$ cat src/rtl/serial_adder.sv
// Bit-serial adder: one full-adder cell and a carry flip-flop, LSB first, {Co,S} = A + B + Cin.
// Optional macro SERIAL_ADDER_OVF_EN adds the registered signed-overflow output V.
module serial_adder #(
    parameter int unsigned WIDTH = 8
) (
    input  logic             clk,
    input  logic             rst_n,
    input  logic             start,
    input  logic [WIDTH-1:0] A,
    input  logic [WIDTH-1:0] B,
    input  logic             Cin,
    output logic             busy,
    output logic             done,
    output logic [WIDTH-1:0] S,
    output logic             Co
`ifdef SERIAL_ADDER_OVF_EN
    ,
    output logic             V
`endif
);

    localparam int unsigned CNT_W = (WIDTH > 1) ? $clog2(WIDTH) : 1;

    typedef enum logic [1:0] {
        IDLE  = 2'd0,
        SHIFT = 2'd1,
        DONE  = 2'd2
    } state_t;

    state_t           r_state;
    state_t           w_next;
    logic [WIDTH-1:0] r_a;
    logic [WIDTH-1:0] r_b;
    logic [WIDTH-1:0] r_res;
    logic             r_carry;
    logic [CNT_W-1:0] r_cnt;
    logic             r_busy;
    logic             r_done;
    logic [WIDTH-1:0] r_s;
    logic             r_co;
    logic             w_sum;
    logic             w_cout;
    logic             w_last;

    // Single full-adder cell on the current LSBs plus the stored carry
    assign w_sum  = r_a[0] ^ r_b[0] ^ r_carry;
    assign w_cout = (r_a[0] & r_b[0]) | (r_carry & (r_a[0] ^ r_b[0]));
    assign w_last = (r_cnt == CNT_W'(WIDTH - 1));

    always_ff @(posedge clk or negedge rst_n) begin
        if (!rst_n) begin
            r_state <= IDLE;
        end else begin
            r_state <= w_next;
        end
    end

    always_comb begin
        w_next = r_state;
        case (r_state)
            IDLE:    if (start) w_next = SHIFT;
            SHIFT:   if (w_last) w_next = DONE;
            DONE:    w_next = IDLE;
            default: w_next = IDLE;
        endcase
    end

    // Operand shifters, result shifter, carry and bit counter
    always_ff @(posedge clk or negedge rst_n) begin
        if (!rst_n) begin
            r_a     <= '0;
            r_b     <= '0;
            r_res   <= '0;
            r_carry <= 1'b0;
            r_cnt   <= '0;
        end else begin
            case (r_state)
                IDLE: begin
                    if (start) begin
                        r_a     <= A;
                        r_b     <= B;
                        r_carry <= Cin;
                        r_cnt   <= '0;
                    end
                end
                SHIFT: begin
                    r_a     <= {1'b0, r_a[WIDTH-1:1]};
                    r_b     <= {1'b0, r_b[WIDTH-1:1]};
                    r_res   <= {w_sum, r_res[WIDTH-1:1]};
                    r_carry <= w_cout;
                    r_cnt   <= r_cnt + CNT_W'(1);
                end
                default: ;
            endcase
        end
    end

    // Registered status and result; status tracks the state one cycle behind
    always_ff @(posedge clk or negedge rst_n) begin
        if (!rst_n) begin
            r_busy <= 1'b0;
            r_done <= 1'b0;
            r_s    <= '0;
            r_co   <= 1'b0;
        end else begin
            r_busy <= (r_state == SHIFT);
            r_done <= (r_state == DONE);
            if (r_state == DONE) begin
                r_s  <= r_res;
                r_co <= r_carry;
            end
        end
    end

    assign busy = r_busy;
    assign done = r_done;
    assign S    = r_s;
    assign Co   = r_co;

`ifdef SERIAL_ADDER_OVF_EN
    logic r_cmsb;
    logic r_v;

    // Capture the carry into the MSB so overflow can be formed at DONE
    always_ff @(posedge clk or negedge rst_n) begin
        if (!rst_n) begin
            r_cmsb <= 1'b0;
            r_v    <= 1'b0;
        end else begin
            if (r_state == SHIFT && w_last) r_cmsb <= r_carry;
            if (r_state == DONE) r_v <= r_cmsb ^ r_carry;
        end
    end

    assign V = r_v;
`endif

endmodule

$ cat config.mk
export PLATFORM = sky130hd
export DESIGN_NAME = serial_adder
export DESIGN_NICKNAME = d
export VERILOG_FILES = /design/src/rtl/serial_adder.sv
export SDC_FILE = /design/constraint.sdc
export NUM_CORES = 1
export LEC_CHECK = 0
export CORE_ASPECT_RATIO = 1.1
export CORE_MARGIN = 2
export CORE_UTILIZATION = 42
export CTS_CLUSTER_SIZE = 12
export DETAILED_ROUTE_END_ITERATION = 10
export PLACE_DENSITY = 0.71
export SLEW_MARGIN = 25
export SYNTH_ARGS = -nofsm -noshare
export SYNTH_HDL_FRONTEND = slang
export SYNTH_SLANG_ARGS = --single-unit
export TNS_END_PERCENT = 50
$ cat constraint.sdc
create_clock -name clk -period 3.7 [get_ports clk]
set_input_delay 0.74 -clock clk [delete_from_list [all_inputs] [get_ports clk]]
set_output_delay 0.74 -clock clk [all_outputs]
set_load 0.05 [all_outputs]
==> results by group <==
Run status
  • Status: completed

Clock network
  • Setup bufs post-CTS: 0
  • Clk sinks: 41
  • Clk root buf: clkbuf_8
  • H-tree depth: 2
  • CTS tree: done
  • Worst-path clk slew: 0.08 ns
  • CTS Buffer Depth: 2
  • PostCTS Resize Cnt: 0
  • Inserted Clock Buffers: 5
  • Worst skew pair latency: 0.29 ns
  • Cts hold-fix bufs: 0

Synth
  • Synth Cell Area: 1790 µm²
  • Yosys warning count: 0
  • Mapped Nets: 148
  • Average cell area after synthesis: 14.3 µm²
  • Seq cells post-synth: 41
  • Post-synth top area share: 57.2%
  • Yosys cell types: 26
  • Cells after synthesis: 125
  • Sequential fraction of the synthesis area: 57.2%
  • Synth top area cells: dfrtp_1, mux2_2, o221a_2
  • Synth area leader: dfrtp_1

Power and ir drop
  • Leak: 0.907 nW
  • Pwr Density: 833 nW/µm²
  • Maximum VDD drop: 0.000300 V
  • Total chip power: 0.00181 W

Setup path
  • Largest fanout on the critical path: 27
  • Max incr delay on CP: 0.79 ns
  • CP Launch Point: r_state[0]$_DFFE_PN0P_
  • Reg2reg setup slack: 1.42 ns
  • Reg2Reg Depth: 3
  • Crit path DAT: 2.46 ns
  • CP endpoint: r_res[4]$_DFFE_PN0N_
  • CP cell instances: nand2b_1 -> inv_1 -> mux2_2
  • Worst setup SP type: flop
  • R2r endpoint: r_res[4]$_DFFE_PN0N_
  • RR Startpoint: r_state[0]$_DFFE_PN0P_
  • Worst Setup Path Type: flop to flop
  • Crit. End Element: flop
  • Critical Path RT: 3.88 ns
  • Critical path's slowest cell: dfrtp_1

Global route
  • Pin count of the biggest net entering global routing: 42
  • GRT overflow: 0
  • Initial antenna violation count: 0
  • Total global-route track usage: 14.9%
  • Vias in the first global route: 1188
  • First-pass GRT wire length: 5420 µm

Cells and area
  • FF/Latch Area: 1030 µm²
  • Layout cell share with drive strength beyond 1: 24.8%
  • Diode count: 0
  • # fillers: 365
  • Nets: 175
  • Area of the multi-input gates: 688 µm²
  • Layout area overhead: 21.4%
  • Final Cell Area: 2180 µm²

Detailed routing
  • Drt pass-1 iters: 4
  • Via density: 5.50
  • Antenna Violating Nets Remaining: 0
  • Vias: 1128
  • Routed wire length: 3100 µm
  • Routed len/inst: 15.1 µm
  • Initial DRC Count: 42
  • DRC Markers: 0

Timing
  • Fmax: 0.438 GHz
  • Worst Tran Pin Value: 0.873 ns
  • Final worst path period share: 61.7%
  • Hold Fails Final Rpt: 0
  • Slew margin rel.: 41.8%
  • Minimum clock period after layout: 2.28 ns
  • Slew Viols, Final: 0
  • Setup_tns: 0 ns
  • Setup violators final: 0
  • Worst Clk Skew: 0.00753 ns
  • RSZ-0062 raised after global routing: false

Worst hold path
  • Hold Startpoint: r_cnt[0]$_DFFE_PN0P_
  • Hold Path Depth: 1
  • Worst min-delay path class: flop to flop

Placement
  • RePlAce Congestion: 0.768
  • Dpl cell area: 2090 µm²
  • Hpwl dp: 2060 µm
  • Port-buffer cells: 30

Floorplan
  • Die area: 4810 µm²
  • I/O pin count: 31
  • Initial core utilization: 44.6%
  • Row cnt: 24
  • Total core area: 4020 µm²
  • Die Wd: 66.3 µm
  • Die span in y: 72.5 µm

Run
  • Max-cap check violation count: 0
## power by group
group / total (W) / leakage (nW) / internal [W] / switching (W)
clock network: 0.000275 / 0.0450 / 0.000131 / 0.000144
registers: 0.000806 / 0.486 / 0.000652 / 0.000154
logic: 0.000731 / 0.376 / 0.000369 / 0.000362
total: 0.00181 / 0.907 / 0.00115 / 0.000660
## sequential cells by signal, summed over array words and instances (netlist names)
signal,cells
busy,1
Co,1
r_b,8
r_a,8
r_state,2
r_carry,1
S,8
r_res,8
done,1
r_cnt,3
## logic make-up (layout without fill, tap and decap cells)
logic type,count (synthesis),count (layout),share of synthesized area [%]
flops,41,41,57.2
simple gates,26,26,12.7
compound gates,22,22,11.9
mux,18,18,11.2
buf+inv,15,43,4.40
fa+ha+maj,3,3,2.51
## critical path: cells and delay by family (launching register included)
kind	cells	cell delay (ns)
AND/OR/NAND/NOR	1	0.62
multiplexers	1	0.37
buffers and inverters	1	0.39
flip-flops	1	0.79
## per-layer routing
layer	track usage [%]	vias to the layer above	routed length (µm)
li1	-	533	-
met1	18.4	561	1360
met2	24.4	27	1550
met3	3.72	7	131
met4	6.80	0	56
met5	0	-	0
## per-stage QoR
step / hold slack [ns] / worst slack [ns] / instances / utilization, %
final: 0.497 / 1.42 / 205 / 54.1
after global routing: 0.519 / 1.16 / 205 / 54.1
after CTS: 0.502 / 1.40 / 205 / 54.1
after detailed placement: 0.488 / 1.26 / 197 / 52.0
after global placement: 0.472 / 1.28 / 197 / 52.0
after floorplan: 0.444 / 2.11 / 125 / -
## cell usage after synthesis, drive strengths merged
cell type	number
nor3b	4
or4b	11
o21bai	1
nor4b	4
o21ba	1
fa	1
buf	9
a21oi	1
nand2b	3
clkbuf	1
ha	2
o221a	11
dfrtp	41
a211oi	2
inv	5
nor4bb	2
a211o	2
and2b	1
and2	1
a221oi	2
mux2	17
a22o	2
mux2i	1
## cell type report
type	instances	share of cell area (%)
flip-flops and latches	41	47.2
multi-input cells	69	31.6
repair buffers	30	13.6
clock buffers	6	3.34
well taps	52	2.99
inverters	5	0.863
clock inverters	2	0.460
## layout by cell type, fill, tap and decap left out, drive strengths merged
master | synthesis | routed
a221oi | 2 | 2
o221a | 11 | 11
mux2i | 1 | 1
ha | 2 | 2
a21oi | 1 | 1
a211oi | 2 | 2
nor4bb | 2 | 2
o21bai | 1 | 1
fa | 1 | 1
a211o | 2 | 2
buf | 9 | 1
or4b | 11 | 11
mux2 | 17 | 17
and2b | 1 | 1
clkbuf | 1 | 6
inv | 5 | 5
clkinv | 0 | 2
o21ba | 1 | 1
dfrtp | 41 | 41
a22o | 2 | 2
nor4b | 4 | 4
and2 | 1 | 1
clkdlybuf4s50 | 0 | 29
nand2b | 3 | 3
nor3b | 4 | 4
## worst min-delay path by stage
stage | endpoint | slack, ns
floorplan | Co$_DFFE_PN0P_ | 0.44
global placement | r_cnt[0]$_DFFE_PN0P_ | 0.47
detailed placement | r_cnt[1]$_DFFE_PN0P_ | 0.49
CTS | r_cnt[0]$_DFFE_PN0P_ | 0.50
global route | r_cnt[0]$_DFFE_PN0P_ | 0.52
finish | r_cnt[0]$_DFFE_PN0P_ | 0.50
Note: power is estimated with default switching activity, not from simulation.
